$ cat src/rtl/serial_pkg.sv
// rtl/serial_pkg.sv - shared types and constants for the serial shift-register link
package serial_pkg;

    localparam int SERIAL_DEFAULT_WIDTH = 4;

    typedef enum logic {
        ST_IDLE  = 1'b0,
        ST_SHIFT = 1'b1
    } state_e;

endpackage

$ cat src/rtl/piso_serializer.sv
// rtl/piso_serializer.sv - parallel-in/serial-out transmitter, LSB first, valid/ready load
module piso_serializer
    import serial_pkg::*;
#(
    parameter int WIDTH = SERIAL_DEFAULT_WIDTH
) (
    input  logic             clk,
    input  logic             reset,
    input  logic [WIDTH-1:0] load_data,
    input  logic             load_valid,
    output logic             load_ready,
    input  logic             shift_en,
    output logic             serial_out,
    output logic             serial_valid,
    output logic             busy,
    output logic             done
);

    localparam int              CW   = (WIDTH > 1) ? $clog2(WIDTH) : 1;
    localparam logic [CW-1:0]   LAST = CW'(WIDTH - 1);

    state_e           state_q, state_d;
    logic [WIDTH-1:0] shreg_q;
    logic [CW-1:0]    cnt_q;
    logic             done_q;

    // Enabled edge that retires the final bit of the current word.
    logic last_bit;
    logic xfer;

    assign last_bit = (state_q == ST_SHIFT) && shift_en && (cnt_q == LAST);
    assign xfer     = load_valid && load_ready;

    // State register.
    always_ff @(posedge clk) begin
        if (reset) begin
            state_q <= ST_IDLE;
        end else begin
            state_q <= state_d;
        end
    end

    // Next-state logic: reload on the last bit keeps the link busy with no gap.
    always_comb begin
        state_d = state_q;
        case (state_q)
            ST_IDLE: begin
                if (xfer) begin
                    state_d = ST_SHIFT;
                end
            end
            ST_SHIFT: begin
                if (last_bit) begin
                    state_d = xfer ? ST_SHIFT : ST_IDLE;
                end
            end
            default: state_d = ST_IDLE;
        endcase
    end

    // Outputs: serial data masked to zero whenever not shifting; ready suppressed in reset.
    always_comb begin
        busy         = (state_q == ST_SHIFT);
        serial_valid = (state_q == ST_SHIFT);
        serial_out   = shreg_q[0] & (state_q == ST_SHIFT);
        done         = done_q;
        load_ready   = !reset && ((state_q == ST_IDLE) || last_bit);
    end

    // Shifter, bit counter and done pulse.
    always_ff @(posedge clk) begin
        if (reset) begin
            shreg_q <= '0;
            cnt_q   <= '0;
            done_q  <= 1'b0;
        end else begin
            done_q <= last_bit;
            if (xfer) begin
                shreg_q <= load_data;
                cnt_q   <= '0;
            end else if (last_bit) begin
                cnt_q   <= '0;
            end else if ((state_q == ST_SHIFT) && shift_en) begin
                shreg_q <= shreg_q >> 1;
                cnt_q   <= cnt_q + 1'b1;
            end
        end
    end

endmodule

$ cat config.mk
export PLATFORM = sky130hd
export DESIGN_NAME = piso_serializer
export DESIGN_NICKNAME = d
export VERILOG_FILES = /design/src/rtl/serial_pkg.sv /design/src/rtl/piso_serializer.sv
export SDC_FILE = /design/constraint.sdc
export NUM_CORES = 1
export LEC_CHECK = 0
export ABC_AREA = 0
export CORE_AREA = 2 2 39 41
export CTS_BUF_LIST = sky130_fd_sc_hd__clkbuf_8 sky130_fd_sc_hd__clkbuf_16
export CTS_CLUSTER_DIAMETER = 200
export DETAILED_ROUTE_END_ITERATION = 10
export DIE_AREA = 0 0 41 43
export GPL_TIMING_DRIVEN = 0
export PLACE_DENSITY = 0.65
export REMOVE_ABC_BUFFERS = 1
export SYNTH_ARGS = -nofsm -noshare
export SYNTH_HDL_FRONTEND = slang
export SYNTH_SLANG_ARGS = --single-unit
$ cat constraint.sdc
create_clock -name clk -period 2.65 [get_ports clk]
set_input_delay 0.265 -clock clk [delete_from_list [all_inputs] [get_ports clk]]
set_output_delay 0.265 -clock clk [all_outputs]
set_load 0.02 [all_outputs]
# Word-level counts from Yosys, hierarchy flattened
# Index checks and enable logic that the tools add are counted.
# totals
ff_bits,8
wordCells,24
# classes
muxes,6
n_addsub,1
eq_ne,2
reduce_logical,9
bitwise,2
# op_table
op,count
$mux 4,3
$logic_and 1x1->1,4
$reduce_or 3->1,1
$add 2x1->2 const B,1
$eq 2x2->1 const B,1
$mux 1,2
$ne 2x1->1 const B,1
$pmux 1 s2,1
$reduce_and 2->1,1
$reduce_bool 2->1,1
$and 1x1->1,1
$logic_not 1->1,1
$logic_or 1x1->1,1
$not 1->1,1

# Depth between registers and ports, before layout
# Gate-level depths: netlist of run 1.
# depth
ltp_word,8
mapped_depth,4

# Worst setup path after synthesis of run 1
# Ideal clock, no wire load.
# synth_timing
path_type,flip-flop to output port
start,register cnt_q[0]
end,output load_ready
path_buffers,0
arrival_ns,0.969
path_slack_ns,1.416
stages_incl_launch_ff,4
required_ns,2.385
cell_sequence,dfxtp_1 > ha_1 > a21boi_4 > nor2_1
# synth_via
elab_chain_len,4
# synth_lines
item,line_no,text
start: declaration,piso_serializer.sv:24,logic [CW-1:0] cnt_q;
start signal: assignment,piso_serializer.sv:85,cnt_q <= cnt_q + 1'b1;
$eq 2x2->1,piso_serializer.sv:31,assign last_bit = (state_q == ST_SHIFT) && shift_en && (cnt_q == LAST);
$logic_and 1x1->1,piso_serializer.sv:31,
$logic_or 1x1->1,piso_serializer.sv:67,load_ready = !reset && ((state_q == ST_IDLE) || last_bit);
$logic_and 1x1->1,piso_serializer.sv:67,
end: declaration,piso_serializer.sv:11,"output logic load_ready,"
# No other way between the ends.

# Final worst setup path of run 1
# layout_timing
start,input shift_en
end,output load_ready
# layout_via
elab_chain_len,4
# layout_lines
item,line_no,text
start: declaration,piso_serializer.sv:12,"input logic shift_en,"
$logic_and 1x1->1 (2 in series),piso_serializer.sv:31,
$logic_or 1x1->1,piso_serializer.sv:67,
$logic_and 1x1->1,piso_serializer.sv:67,
# No other way between the ends.

==> results of run 1 <==
cell families (layout without fill, tap and decap cells):
family | count (synthesis) | count (layout) | share of synthesized area, %
multiplexers | 1 | 1 | 2.53
AND/OR/NAND/NOR | 25 | 25 | 32.6
buffers and inverters | 2 | 15 | 2.85
adder cells (fa/ha/maj) | 1 | 1 | 3.16
flip-flops | 8 | 8 | 40.5
AO/OA/AOI/OAI | 8 | 8 | 18.4
report_power, final:
part	total, mW	switching [mW]	internal [mW]
Clock	0.148	0.0499	0.0986
Combinational	0.0483	0.0228	0.0255
Sequential	0.131	0.00454	0.127
worst max-delay path: stages:
cell and delay [ns]:
clkdlybuf4s50_1 0.60, a21boi_4 0.12, nor2_1 0.10, clkdlybuf4s50_1 0.61
flip-flops by register name, indices dropped and copies added, names as in the netlist:
register	flops
done	1
cnt_q	2
shreg_q	4
busy	1
layout by cell type (no fill, tap or decap), types with 2 or more instances in the layout:
cell,n
nor3_1,5
dfxtp_1,8
nor2_1,4
clkbuf_8,3
clkdlybuf4s50_1,12
nand2_1,8
a21oi_1,2
a311oi_1,3
area by class of cell:
cell class	count	share of cell area, %
multi-input cells	35	39.6
flip-flops and latches	8	28.3
repair buffers	12	21.2
clock buffers	3	7.30
well taps	16	3.54
Yosys cell counts:
master and instances:
a311oi_1 3, buf_4 1, nor3b_1 1, and4b_1 1, a21oi_1 2, nand3b_1 1
ha_1 1, o211ai_1 1, nor3_1 5, nor2b_1 1, and3b_2 1, nor2_1 4
dfxtp_1 8, mux2i_1 1, a21bo_2 1, nand3_1 1, nand2b_1 1, and2_1 1
clkbuf_1 1, a21boi_4 1, nand2_1 8
how the worst max path moves through the flow:
stage                  start         end  slack (ns)  cells after the start
finish              shift_en  load_ready        0.68                      4
global route        cnt_q[0]  load_ready        0.60                      4
CTS                 cnt_q[0]  load_ready        0.68                      4
detailed placement  shift_en  load_ready        0.70                      4
global placement    shift_en  load_ready        0.67                      4
floorplan               busy  load_ready        1.32                      2
metrics by stage:
| step | power, mW | hold slack, ns | area, um2 | cells |
|---|---|---|---|---|
| floorplan | 0.156 | 0.334 | 384 | 43 |
| global placement | 0.181 | 0.472 | 524 | 71 |
| detailed placement | 0.182 | 0.481 | 524 | 71 |
| CTS | 0.332 | 0.487 | 566 | 74 |
| global route | 0.341 | 0.522 | 566 | 74 |
| finish | 0.328 | 0.484 | 566 | 74 |
per-layer routing:
| layer | routed length (um) | vias to the layer above |
|---|---|---|
| met5 | 0 | - |
| li1 | - | 189 |
| met3 | 55 | 2 |
| met4 | 22 | 0 |
| met1 | 441 | 166 |
| met2 | 363 | 14 |
==> flow_results.org, run 1 <==
** Die
- In this run the count of I/O pins placed on the die edge is 13.
- The initialized floorplan defines 14 standard-cell rows.
- Area inside the core boundary :: 1380 um2
- Effective utilization at floorplan :: between 20% and 30%
- Horizontal extent of the die :: just over 40 um
- The floorplan step defined a die boundary enclosing 1760 um2.
- Die extent in y :: around 43 um

** Critical path
- STA puts the critical path data required time at about 2.4 ns.
- In this run the critical register-to-register path is launched from cnt_q[0].
- Category of the worst setup path capture point :: primary output
- Measured in cells, the most critical reg-to-reg path has a length of 4.
- In this run the critical register-to-register path is captured at shreg_q[0].
- Worst setup path category :: input pin to primary output
- For flop-to-flop paths, the worst setup slack is about 1.4 ns.
- Along the worst path, the maximum fanout reaches 7.
- For the worst setup path, the data arrival time is approximately 1.7 ns.
- Startpoint Class :: input pin

** GRT
- Initial antenna violation count :: 0
- In the global route stage, met1 resource usage came out at ~16%.
- Global routing consumed, on the met2 layer, 16.3% of the routing resources.
- Wire length of the first global-routing pass :: about 1500 um
- For this run, global-route usage on met3 was measured as about 4.7%.
- For this run the aggregate overflow at the end of global routing stands at 0.
- In the global route stage, overall resource usage came out at 13.6%.
- Largest net degree at the start of global routing :: 12
- The via count of the first global-routing pass is around 330.
- Most used routing layer :: met2

** Run status
- The flow ran to the end, and the final reports show no timing, DRC or antenna violations.

** Clocking
- CTS saw 8 sinks.
- Number of H-tree levels :: 1
- CTS placed an instance of clkbuf_8 at the clock tree root.
- CTS resizes :: 0
- Total CTS buffers :: 3
- The clock reaches the later pin of the worst-skew pair after roughly 0.23 ns.
- TritonCTS built the clock tree.
- Clock-pin slew was measured on the worst setup and hold paths at around 0.04 ns.
- Buffer depth of the longest clock path :: 2
- Buffers inserted to repair hold after CTS numbered 0.
- The number of setup buffers added after CTS is 0.

** Timing
- In the post-route analysis, the smallest setup slack over all paths is slightly below 0.7 ns.
- Actual slew at the worst max-slew pin :: 0.386 ns
- Setup-failing EPs final :: 0
- Setup repair after global routing left no endpoint under its margin.
- The smallest clock period supported by the final layout is computed as roughly 2.0 ns.
- Worst Clk Skew :: between 0.004 and 0.005 ns
- The max-slew violation count is 0.
- In this run the tightest slew margin relative to its limit is between 70% and 80%.
- The count of endpoints failing hold in the final timing report was 0.
- Dividing the final minimum period by the clock period gives between 70% and 80%.
- In the final timing run, aggregate negative setup slack is 0 ns.
- Maximum clock rate :: ~0.5 GHz

** Final layout
- From synthesis to final layout, the design area changed by 43.0%.
- Number of inserted diodes :: 0
- Flip-flop and latch area :: approximately 160 um2
- Share of final-layout standard cells stronger than drive strength 1 :: approximately 10%
- At the end of the flow, the number of nets in the layout was 69.
- Measured on the finished design, the core utilization comes to between 40% and 50%.
- In the final layout, the multi-input gates occupy ~220 um2.
- The layout has about 150 filler cells.

** Detailed routing
- Count of unresolved DRC violations after routing :: 0
- For this block, the initial DRC count from the detailed router was 3.
- After detailed routing, the average wire length per cell comes to approximately 12 um.
- The detail route stage leaves a number of antenna-violating nets equal to 0.
- Routed WL :: around 880 um
- Routed via count :: between 300 and 400
- In the routed layout, each cell is associated on average with a via count of approximately 5.0.
- Before antenna repair, the detailed router went through 4 iterations.

** Logic synthesis
- Cell type with the largest total area after synthesis :: dfxtp_1
- #FFs+latches synth :: 8
- Synthesis Warnings :: 0
- Yosys mapped the design onto 21 distinct sky130hd cell types.
- Cell count after synthesis :: between 40 and 50
- The top cell type by area accounts for between 40 and 50% of the synthesized area.
- Summing every instance area after synthesis gives 395 um2.
- A synthesized cell averages around 8.8 um2.
- After synthesis, flip-flops and latches occupy 40.5% of the total area.
- Sorting the synthesized cells by area gives the leading types as dfxtp_1, nand2_1, a311oi_1.

** Placed design
- Final GP Congestion :: between 0.7 and 0.8
- Final HPWL from detailed placement :: 615 um
- Port buffer count :: 12
- Minimum setup slack after placement :: around 0.7 ns

** Pwr
- For this design the ratio of total power to cell area is around 580 nW/um2.
- For this design the static power due to leakage is around 0.21 nW.
- IR analysis of the VDD net gives a maximum drop of 0.195 mV.

** Min path
- In this run the worst hold path is classified as flip-flop to flip-flop.
- Worst hold start :: shreg_q[0]
- For hold timing, the worst endpoint is shreg_q[0].
- The worst hold path passes through 2 cells.

** Run
- Max Cap Viol :: 0
No activity file was read; power rests on OpenSTA's default activity.
==> run 2, diff against run 1 <==
==> constraint.sdc (replaced) <==
create_clock -name clk -period 1.9 [get_ports clk]
set_input_delay 0.19 -clock clk [delete_from_list [all_inputs] [get_ports clk]]
set_output_delay 0.19 -clock clk [all_outputs]
set_load 0.02 [all_outputs]
==> flow_results.org, run 2 (synthesis results as in run 1) <==
** Detailed routing
- In the final routed layout, each cell accounts on average for between 10 and 15 um.
- Routed via count :: 366
- In the routed design, unresolved DRC markers number 0.
- For this run, the detailed router's first-pass iteration total came to 4.
- Residual antenna-violating net count after detailed routing :: 0
- Starting DRC count in detailed routing :: 3
- The routed design has between 800 and 900 um of wire.
- After detailed routing, the number of vias per cell comes to 4.95.

** Critical path
- The worst setup path is captured at a primary output.
- The worst register-to-register path has a depth of 4.
- The worst setup path is launched from a flip-flop.
- Destination of the worst register-to-register timing path :: shreg_q[0]
- Reg2reg start :: cnt_q[0]
- Required arrival time at the worst endpoint :: 1.71 ns
- In this run the worst path has a maximum fanout of 9.
- Worst setup slack for register-to-register paths :: about 0.7 ns
- The critical path is of the flip-flop to primary output type.
- Data arrival at the endpoint of the critical path :: between 1 and 1.5 ns
- Worst setup path startpoint :: busy

** Final layout
- The net count of the finished layout is 69.
- The layout has ~150 filler cells.
- Measured on the finished design, the core utilization comes to between 40% and 50%.
- Once layout is done, the placed cells without fillers occupy 571 um2.
- Flip-flop count of the largest register, all copies and words added :: 4
- Leaving out fill and tap cells, the most frequent cell in the layout is clkdlybuf4s50_1.
- Most flops, register :: shreg_q
- 0 antenna diodes ended up in the layout.
- Largest registers :: shreg_q x4, cnt_q x2
- Area growth from synthesis to final layout :: 44.3%
- Commonest non-fill, non-tap cells in the layout :: clkdlybuf4s50_1, nand2_1, dfxtp_1, nor3_1, nor2_1
- The post-route netlist has between 10% and 20% of its cells at a drive strength greater than 1.

** Min path
- In this run the most critical hold path is launched from shreg_q[0].
- For hold timing, the worst endpoint is shreg_q[0].
- Hold Crit Class :: flip-flop to flip-flop
- Worst Hold Depth :: 2

** Placed design
- At the placement stage, the worst setup path has a slack of roughly 0.10 ns.
- Final HPWL from detailed placement :: between 600 and 700 um
- The congestion estimate from routability-driven global placement came to 0.722.
- During placement, the flow inserted port buffers numbering 12.
- The placed instances occupy a cell area of approximately 520 um2.

** Run
- Across the run, the number of max-cap violations was 0.

** GRT
- After global routing, the most crowded layer is met2.
- Global routing used ~16% of the available met1 tracks.
- Global routing finished with a remaining overflow of 0.
- Met2 GRT Util :: 16.3%
- Met3 layer usage reported by global route :: 4.71%
- Via count of the first global-routing pass :: ~330
- In the global route stage, overall resource usage came out at approximately 14%.
- Wire length of the first global-routing pass :: roughly 1500 um
- Initial antenna violation count :: 0
- Largest net degree at the start of global routing :: 12

** Clocking
- At the later pin of the worst-skew pair, clock insertion delay measures around 0.23 ns.
- TritonCTS created 3 clock buffers.
- Number of H-tree levels :: 1
- Clock-pin slew of the registers on the worst-case setup and hold paths :: about 0.040 ns
- Buffer depth of the longest clock path :: 2
- The number of setup buffers added after CTS is 0.
- CTS tree :: built
- Root buffer selected by CTS :: clkbuf_8
- For this design, the sink count on the clock tree is 8.

** Pwr
- For this design the total switching power over the nets is ~0.11 mW.
- Largest voltage drop on the vdd net :: between 0.2 and 0.3 mV
- Sequential power share :: 40.1%
- The internal power of the cells totals about 0.35 mW.
- Comb pwr share :: roughly 15%
- For this design the ratio of total power to cell area is 801 nW/um2.
- Leakage power figure :: 0.216 nW
- Clk network pwr share :: ~45%
- Fraction of power spent switching nets :: between 20% and 30%

** Timing
- At the pin with the least slew margin, the transition time is roughly 0.39 ns.
- Fin crit period :: around 1.6 ns
- Headroom to the max-slew limit came out at about three quarters.
- Derived from the worst setup path, the maximum achievable clock frequency is around 0.62 GHz.
- Final worst setup slack :: about 0.28 ns
- Final hold analysis gives a worst-case slack of about 0.48 ns.
- Summed over all failing endpoints, the final setup total negative slack is 0 ns.
- Across the routed clock network, the largest skew measured is 0.00387 ns.
- Setup-failing EPs final :: 0
- The count of endpoints failing hold in the final timing report was 0.
- The max-slew violation count came to 0.
- Period Utilization, post-route :: 85.1%
- Unrepaired setup endpoints after global routing :: false

** Die
- Area inside the core boundary :: ~1400 um2
- After floorplanning, the core was divided into 14 placement rows.
- Horizontal extent of the die :: a little over 40 um
- Measured along the y axis, the die boundary spans between 40 and 50 um.
- Area of the die :: roughly 1800 um2
- 13 I/O pins were placed.
- Effective utilization at floorplan :: around 29%

** Run status
- Outcome :: completed
-- run 2: timing repair --
item                                   4_1_cts  5_1_grt
setup endpoints to repair                    0        1
gates resized for setup                      0        2
hold buffers                                 0        0
endpoints found under the hold margin        0        0
-- run 2: stage by stage --
stage / total power [mW] / cells
after floorplan: 0.218 / 43
after global placement: 0.252 / 71
after detailed placement: 0.253 / 71
after CTS: 0.462 / 74
after global routing: 0.475 / 74
final: 0.457 / 74
-- run 2: how the worst max path moves through the flow --
stage / end / cells past startpoint
finish: serial_out / 2
global route: serial_out / 2
CTS: load_ready / 4
detailed placement: load_ready / 4
global placement: load_ready / 4
floorplan: shreg_q[0] / 3
-- run 2: power groups by stage --
stage	Sequential (mW)	Combinational, mW	Clock, mW
after floorplan	0.188	0.0293	0
after global placement	0.186	0.0665	0
after detailed placement	0.186	0.0673	0
after CTS	0.183	0.0676	0.212
after global routing	0.184	0.0739	0.216
final	0.183	0.0671	0.207
-- run 2: critical path, cell delays in order, from the launching register on --
cell,delay [ns]
dfxtp_1,0.45
and2_1,0.16
clkdlybuf4s50_1,0.59
-- run 2: final cells by class --
cell class                 instances  area, um2  area share, %
clock buffer                       3       41.3           7.24
tap                               16       20.0           3.51
multi-input combinational         35        226           39.7
timing repair buffer              12        123           21.5
sequential                         8        160           28.1
-- run 2: per-layer routing --
layer  wire length [um]  vias up  part of all wire, %
met4                 22        0                  2.5
met5                  0        -                    0
li1                   -      189                    -
met2                364       12                   41
met3                 51        2                  5.8
met1                447      163                   51
==> run 3, diff against run 2 <==
--- a/config.mk
+++ b/config.mk
@@ -8,7 +8,7 @@
 export ABC_AREA = 0
 export CORE_AREA = 2 2 39 41
 export CTS_BUF_LIST = sky130_fd_sc_hd__clkbuf_8 sky130_fd_sc_hd__clkbuf_16
-export CTS_CLUSTER_DIAMETER = 200
+export CTS_CLUSTER_DIAMETER = 30
 export DETAILED_ROUTE_END_ITERATION = 10
 export DIE_AREA = 0 0 41 43
 export GPL_TIMING_DRIVEN = 0
==> results of run 3 <==
The final DEF is identical to that of run 2; final timing and power are the same.
